===== src/rtl/adc4_selftrig.sv =====
// Four-channel self-trigger: per-channel baseline tracking, threshold discriminator
// with hold-off and hit counters, plus raw data re-aligned to the trigger.

module adc4_selftrig_ch #(
  parameter int BLSHIFT = 4,
  parameter int HOLDOFF = 16,
  parameter int CNT_W   = 16
) (
  input  logic             gclk,
  input  logic             grst_n,
  input  logic             s1_vld,
  input  logic             s2_vld,
  input  logic [11:0]      s1,
  input  logic             enb,
  input  logic             inv,
  input  logic [11:0]      thr,
  input  logic             cnt_enb,
  input  logic             cnt_reset,
  output logic             trig_nxt,
  output logic             trig,
  output logic             above,
  output logic [CNT_W-1:0] hit_cnt
);
  typedef enum logic [1:0] {IDLE, ABOVE, HOLD} state_t;
  localparam int AW = 12 + BLSHIFT;
  localparam int HW = $clog2(HOLDOFF + 1);

  state_t              state, nxt;
  logic [AW-1:0]       acc;
  logic                init;
  logic [11:0]         bl, bl_eff;
  logic signed [12:0]  diff, amp;
  logic                hit;
  logic [HW-1:0]       hcnt, hcnt_nxt;

  // While the init flag is up the baseline is the sample itself, so the
  // very first sample can never look like a pulse.
  assign bl     = acc[AW-1:BLSHIFT];
  assign bl_eff = init ? s1 : bl;
  assign diff   = $signed({1'b0, s1}) - $signed({1'b0, bl_eff});
  assign hit    = s2_vld && enb && (amp > $signed({1'b0, thr}));

  always_ff @(posedge gclk or negedge grst_n) begin
    if (!grst_n) begin
      acc  <= '0;
      init <= 1'b1;
      amp  <= '0;
    end else begin
      amp <= inv ? -diff : diff;
      if (s1_vld) begin
        if (init) begin
          acc  <= {s1, {BLSHIFT{1'b0}}};
          init <= 1'b0;
        end else if (state == IDLE && enb) begin
          acc <= acc + AW'(s1) - AW'(bl);
        end
      end
    end
  end

  always_ff @(posedge gclk or negedge grst_n) begin
    if (!grst_n) begin
      state <= IDLE;
      hcnt  <= '0;
      trig  <= 1'b0;
    end else begin
      state <= nxt;
      hcnt  <= hcnt_nxt;
      trig  <= trig_nxt;
    end
  end

  always_comb begin
    nxt      = state;
    hcnt_nxt = hcnt;
    if (!enb) begin
      nxt      = IDLE;
      hcnt_nxt = '0;
    end else begin
      case (state)
        IDLE:  if (hit) nxt = ABOVE;
        ABOVE: if (!hit) begin
                 nxt      = HOLD;
                 hcnt_nxt = HW'(HOLDOFF);
               end
        // hits here are ignored on purpose; the count only runs down
        HOLD:  begin
                 hcnt_nxt = hcnt - HW'(1);
                 if (hcnt == HW'(1)) nxt = IDLE;
               end
        default: nxt = IDLE;
      endcase
    end
  end

  always_comb begin
    trig_nxt = (state == IDLE) && (nxt == ABOVE);
    above    = (state == ABOVE);
  end

  always_ff @(posedge gclk or negedge grst_n) begin
    if (!grst_n)                                   hit_cnt <= '0;
    else if (cnt_reset)                            hit_cnt <= '0;
    else if (cnt_enb && trig && (hit_cnt != '1))   hit_cnt <= hit_cnt + CNT_W'(1);
  end
endmodule

module adc4_selftrig #(
  parameter int BLSHIFT = 4,
  parameter int HOLDOFF = 16,
  parameter int CNT_W   = 16   // hit counter width, at most 16
) (
  input  logic        CLK,
  input  logic        reset_n,
  input  logic [47:0] DIN,
  input  logic [3:0]  ch_enb,
  input  logic [3:0]  ch_inv,
  input  logic [11:0] thr,
  input  logic [3:0]  trig_mask,
  input  logic        cnt_reset,
  input  logic        cnt_enb,
  input  logic [1:0]  cnt_sel,
  output logic [47:0] DOUT,
  output logic        TRIG,
  output logic [3:0]  ch_trig,
  output logic [3:0]  ch_above,
  output logic [15:0] cnt_out
);
  localparam int NUM_LANES = 4;
  localparam int VEC_W     = 12;
  localparam int STAGES    = 1;

  logic [NUM_LANES-1:0][VEC_W-1:0] s1, d2, d3;
  logic [STAGES:0]                 vld_pipe;
  logic [NUM_LANES-1:0]            trig_nxt;
  logic [NUM_LANES-1:0][CNT_W-1:0] hit_cnt;

  // s1 doubles as the first DOUT delay stage
  always_ff @(posedge CLK or negedge reset_n) begin
    if (!reset_n) begin
      s1       <= '0;
      d2       <= '0;
      d3       <= '0;
      vld_pipe <= '0;
      TRIG     <= 1'b0;
      cnt_out  <= '0;
    end else begin
      s1       <= DIN;
      d2       <= s1;
      d3       <= d2;
      vld_pipe <= {vld_pipe[STAGES-1:0], 1'b1};
      TRIG     <= |(trig_nxt & trig_mask);
      cnt_out  <= 16'(hit_cnt[cnt_sel]);
    end
  end

  assign DOUT = d3;

  for (genvar k = 0; k < NUM_LANES; k++) begin : g_ch
    adc4_selftrig_ch #(
      .BLSHIFT(BLSHIFT),
      .HOLDOFF(HOLDOFF),
      .CNT_W  (CNT_W)
    ) u_ch (
      .gclk     (CLK),
      .grst_n   (reset_n),
      .s1_vld   (vld_pipe[0]),
      .s2_vld   (vld_pipe[1]),
      .s1       (s1[k]),
      .enb      (ch_enb[k]),
      .inv      (ch_inv[k]),
      .thr      (thr),
      .cnt_enb  (cnt_enb),
      .cnt_reset(cnt_reset),
      .trig_nxt (trig_nxt[k]),
      .trig     (ch_trig[k]),
      .above    (ch_above[k]),
      .hit_cnt  (hit_cnt[k])
    );
  end
endmodule


===== config.mk =====
export PLATFORM = sky130hd
export DESIGN_NAME = adc4_selftrig
export DESIGN_NICKNAME = d
export VERILOG_FILES = /design/src/rtl/adc4_selftrig.sv
export SDC_FILE = /design/constraint.sdc
export NUM_CORES = 1
export LEC_CHECK = 0
export CAP_MARGIN = 20
export CORE_UTILIZATION = 40
export DETAILED_ROUTE_END_ITERATION = 6
export GPL_ROUTABILITY_DRIVEN = 0
export GPL_TIMING_DRIVEN = 0
export PLACE_DENSITY = 0.65
export SLEW_MARGIN = 5
export SYNTH_ARGS = -nofsm -noshare
export SYNTH_HDL_FRONTEND = slang
export SYNTH_HIERARCHICAL = 1
export SYNTH_SLANG_ARGS = --single-unit
export TNS_END_PERCENT = 20

===== constraint.sdc =====
create_clock -name CLK -period 7.5 [get_ports CLK]
set_input_delay 0.75 -clock CLK [delete_from_list [all_inputs] [get_ports CLK]]
set_output_delay 0.75 -clock CLK [all_outputs]
set_load 0.05 [all_outputs]

* Word level (Yosys, flattened, before mapping)
Cells that the tools add are included.
Word-level totals: bits in registers 376, word-level logic and storage cells 201
Operators by class: add/subtract/negate cells 24, magnitude comparators 5, eq/ne operators 28, muxes and demuxes 58, bitwise gates (word level) 1, reductions and logical operators 45
Operators by type and width (number):
- 2-to-1 mux 16 bit | 17
- adder 16 x 1 -> 16 bit, second input constant | 4
- adder 16 x 12 -> 16 bit | 4
- != test 16 bit, second input constant | 4
- subtractor 16 x 12 -> 16 bit | 4
- > comparator 13 bit | 4
- 2-to-1 mux 13 bit | 4
- negation 13 bit | 4
- subtractor 12 x 12 -> 13 bit | 4
- 2-to-1 mux 12 bit | 4
- 2-to-1 mux 5 bit | 8
- one-hot mux 5 bit (2 select lines) | 4
- binary-select mux 16 bit (select 2 bit) | 1
- 2-to-1 mux 2 bit | 16
- logical AND 1 bit | 24
- one-hot mux 2 bit (3 select lines) | 4
- equality test 5 x 1 -> 1 bit, second input constant | 4
- subtractor 5 x 1 -> 5 bit, second input constant | 4
- equality test 2 x 1 -> 1 bit, second input constant | 8
- AND reduction 2 bit | 8
- nonzero test 2 bit | 8
- != test 3 x 1 -> 1 bit, second input constant | 4
- != test 3 bit, second input constant | 4
- equality test 2 bit, second input constant | 4
- 4 further kinds | 7

* Logic depth before layout (Yosys ltp)
depth after elaboration 9, depth in mapped cells 15, depth with buffers taken out 13

* Cells and area by module
Netlist, hierarchy kept.
Modules (own cells, without submodules):
- adc4_selftrig_ch at g_ch[1].u_ch ... | times used 2, cells an instance 543, area each 4667.0 µm², sequential area each 1352.5 µm²
- adc4_selftrig_ch at g_ch[0].u_ch | times used 1, cells an instance 557, area each 4713.3 µm², sequential area each 1352.5 µm²
- adc4_selftrig_ch at g_ch[3].u_ch | times used 1, cells an instance 511, area each 4561.9 µm², sequential area each 1352.5 µm²
- adc4_selftrig | times used 1, cells an instance 187, area each 4525.6 µm², sequential area each 4078.9 µm²

* Least setup slack after synthesis
No wires, ideal clock.
kind reg-to-reg, start point register g_ch[0].u_ch.init, end point register g_ch[0].u_ch.amp[10], setup time 129 ps, data arrival time 3645 ps, required time 7371 ps, slack 3726 ps, cell stages (with the launch flop) 16, path buffers 3, period minus slack after synthesis 3774 ps, cell sequence dfstp_2 > clkbuf_1 > buf_1 > clkbuf_1 > o21ai_0 > ha_1 > inv_1 > fa_1 > inv_1 > ha_1 > nand4_1 > mux2i_1 > a31oi_1 > or4_4 > o21a_1 > xnor2_1
On the way: longest elaborated chain between the ends 4
RTL lines:
- start: declaration | RTL line 30 | logic init;
- start signal: assignment | RTL line 46 | init <= 1'b1;
- start signal: assignment | RTL line 53 | init <= 1'b0;
- 2-to-1 mux 12 bit (*) | RTL line 39 | assign bl_eff = init ? s1 : bl;
- subtractor 12 x 12 -> 13 bit (*) | RTL line 40 | assign diff = $signed({1'b0, s1}) - $signed({1'b0, bl_eff});
- negation 13 bit | RTL line 49 | amp <= inv ? -diff : diff;
- 2-to-1 mux 13 bit (*) | RTL line 49
- end signal: assignment | RTL line 49
- end: declaration | RTL line 32 | logic signed [12:0] diff, amp;
Every way passes the cells marked *; elsewhere a longest branch is shown, timed or not. A chain may end at the register's enable or synchronous reset.

* Worst setup path after layout
start point register g_ch[0].u_ch.init, end point register g_ch[0].u_ch.amp[12]
Same word-level chain as after synthesis.

==> results.txt <==
Final Slew Violations: 0
Worst-path clk slew: 0.06 ns
crit path max fanout: 10
H-tree depth: 2
net switching fraction of the power: 42.46%
Worst setup EP type: flip-flop
DR vias/cell: 5.225
RSZ-0062 raised after global routing: false
EDFF count, synth: 0
Final HPWL DP: 40900 microns
hold crit path type: primary input to asynchronous set/reset pin
hold_buf cts: 0
#FFs+latches synth: 379
post-synthesis sequential area ratio: 41.02%
cell area after synthesis: 0.02313 sq mm
DRC violations left: 0
main area contributors after synthesis: dfrtp_1, ha_1, inv_1
placed cell count: 3249
synth unique cells: 92
Max-Cap Viols: 0
post-cts sizing count: 0
Fmax achieved: 217.1 MHz
Worst VDD drop: 0.3148 mV
Die Area: 0.05880 sq mm
TritonCTS clock tree: built
Critical R2R Launch: g_ch[0].u_ch/init
Pleak: 0.01257 uW
Setup Viol. Count Final: 0
cell area power density: 423.2 mW/mm^2
fin cells: 3333
Slew headroom: 34.80%
1st-pass router iterations: 5
Post-Synthesis Cells: 2341
Routed WL: 53380 microns
Critical Path RT: 8.00 ns
combinational share of power: 56.7%
die span in x: 242.5 microns
Setup Buffers After CTS: 0
Core Region: 0.05671 sq mm
Mapped Avg Cell Area: 9.882 sq um
Clk pwr share: 19.1%
Rows: 87
worst reg-to-reg setup slack: 2.89 ns
Starting Density: 40.79%
Worst R2R Path Depth: 12
Worst Clk Skew: 0.02514 ns
clk buf depth: 3
Syn Nets: 2647
gr usage total: 18.32%
# fillers: 5200
vias in the first global route: 17560
Reg power frac: 24.2%
Worst Path Arrival: 5.11 ns
clk root buf: clkbuf_16
Final min period: 4.606 ns
Async SR Flop Fraction: 100.0%
layout cell share with drive strength beyond 1: 5.828%
top-area cell type share of the netlist area: 40.56%
GR Overflow Total: 0
WS Path Type: flip-flop to flip-flop
first-pass GRT wire length: 88260 microns
Top FF cell, synth: dfrtp_1
DR vias: 17420
initial DRC count: 801
Final Hold Fails: 0
Switch Pwr: 4888 uW
post-layout util: 47.97%
cell with the most instances after synthesis: dfrtp_1
Critical Path Start Type: flip-flop
area grow syn2layout: 17.59%
port bufs: 147
DR WL/cell: 16.01 microns
clk_lat worst skew: 0.60 ns
Int Power: 6623 uW
layout net count: 2845
Clock Sinks: 379
IO Pins: 151
final antenna-violating net count: 0
r2r endpoint: g_ch[0].u_ch/amp[12]
actual slew at the worst max-slew pin: 0.9706 ns
Synth warnings: 6
pin count of the biggest net entering global routing: 105
initial antenna violation count: 10
status: complete, no violations
Die Ht: 242.5 microns
Yosys top cell by area: dfrtp_1
Num CTS Buffers: 44
synth cell count leaders: dfrtp_1, inv_1, ha_1
period utilization: 61.41%
==> layout make-up <==
class / count / area, sq um / share of cell area [%]
well taps: 756 / 945.9 / 3.477
inverters: 303 / 1137 / 4.181
repair buffers: 152 / 1614 / 5.933
clock inverters: 26 / 319.1 / 1.173
plain buffers: 52 / 237.7 / 0.8739
multi-input cells: 1607 / 12270 / 45.11
clock buffers: 55 / 1182 / 4.346
diodes: 3 / 7.507 / 0.02760
flip-flops and latches: 379 / 9489 / 34.88
==> cells in the final DEF (no fill, tap or decap), types with 8 or more instances in the layout <==
cell type / Yosys / layout
dfrtp_1: 375 / 375
inv_1: 303 / 303
ha_1: 176 / 176
nand2_1: 168 / 168
clkdlybuf4s50_1: 0 / 146
nor2_1: 139 / 139
o21ai_0: 122 / 122
a21oi_1: 120 / 120
xnor2_1: 107 / 107
xor2_1: 71 / 71
mux2i_1: 63 / 63
nand3_1: 60 / 60
a21o_1: 57 / 57
fa_1: 52 / 52
nor3_1: 48 / 48
clkbuf_1: 40 / 47
clkbuf_16: 0 / 44
o21a_1: 30 / 30
nor2b_1: 29 / 29
nand2b_1: 29 / 29
and3_1: 28 / 28
a211oi_1: 25 / 25
nand4_1: 23 / 23
or3_1: 19 / 19
o31ai_1: 18 / 18
o21bai_1: 14 / 14
and2_1: 12 / 12
mux4_2: 10 / 10
o21ai_1: 10 / 10
clkinv_2: 0 / 9
nor3b_1: 9 / 9
a31oi_1: 9 / 9
or2_2: 8 / 8
and4_1: 8 / 8
==> routing by layer <==
metal  global-route usage (%)  share of wire, %  up-vias
met5                        0              0.18        -
met4                    5.324               2.3       14
met3                    3.922               4.6       89
met2                    30.64                48      297
met1                    23.74                45     8564
li1                         -                 -     8452
==> logic make-up (layout without fill, tap and decap cells) <==
logic type      Yosys count  count (layout)  synth area share (%)
compound gates          496             496                 14.15
buf+inv                 355             588                 5.944
xor+xnor                180             180                 6.879
other cells               1               4               0.01621
fa+ha+maj               228             228                 14.02
simple gates            619             619                 13.40
flops                   379             379                 41.02
mux                      83              83                 4.575
==> flip-flops by register name, summed over array words and instances (netlist names) <==
name	count
TRIG	1
cnt_out	16
g_ch.u_ch/hit_cnt	64
g_ch.u_ch/trig	4
s1	48
d2	48
g_ch.u_ch/hcnt	20
g_ch.u_ch/init	4
g_ch.u_ch/acc	64
DOUT	48
vld_pipe	2
g_ch.u_ch/amp	52
g_ch.u_ch/state	8
==> through the flow <==
step	setup WS (ns)	setup TNS (ns)	hold WS (ns)	cell area, sq um	total power, uW
2_1_floorplan	3.726	0	0.3312	23130	7902
3_3_place_gp	-10.51	-3939.25	0.3325	25550	9065
3_5_place_dp	2.911	0	0.3347	25690	9326
4_1_cts	2.910	0	0.06949	27200	11600
5_1_grt	2.481	0	0.09374	27200	12600
6_report	2.894	0	0.07285	27200	11510
==> power by group through the flow <==
stage	combinational, uW	sequential [uW]	clock (uW)
5_1_grt	7400	2830	2360
4_1_cts	6540	2790	2270
6_report	6520	2790	2200
3_3_place_gp	6250	2820	0
3_5_place_dp	6500	2830	0
2_1_floorplan	5140	2760	0
==> critical path: stages, from the launching register on <==
cell and delay [ns]:
dfstp_2 0.56, clkbuf_1 0.43, buf_1 0.47, clkbuf_1 0.54, mux2i_1 0.25, fa_1 0.53, a21o_1 0.23, a211oi_1 0.35
or2_2 0.21, xor2_1 0.30, nand4_1 0.20, o31ai_2 0.27, xnor2_1 0.17
==> worst max path at each step <==
stage,start,end
6_report,g_ch[0].u_ch/init,g_ch[0].u_ch/amp[12]
2_1_floorplan,g_ch[0].u_ch/init,g_ch[0].u_ch/amp[10]
3_3_place_gp,reset_n,d2[45]
5_1_grt,g_ch[0].u_ch/init,g_ch[0].u_ch/amp[12]
3_5_place_dp,g_ch[0].u_ch/init,g_ch[0].u_ch/amp[12]
4_1_cts,g_ch[0].u_ch/init,g_ch[0].u_ch/amp[12]
No activity file was read; power rests on OpenSTA's default activity.
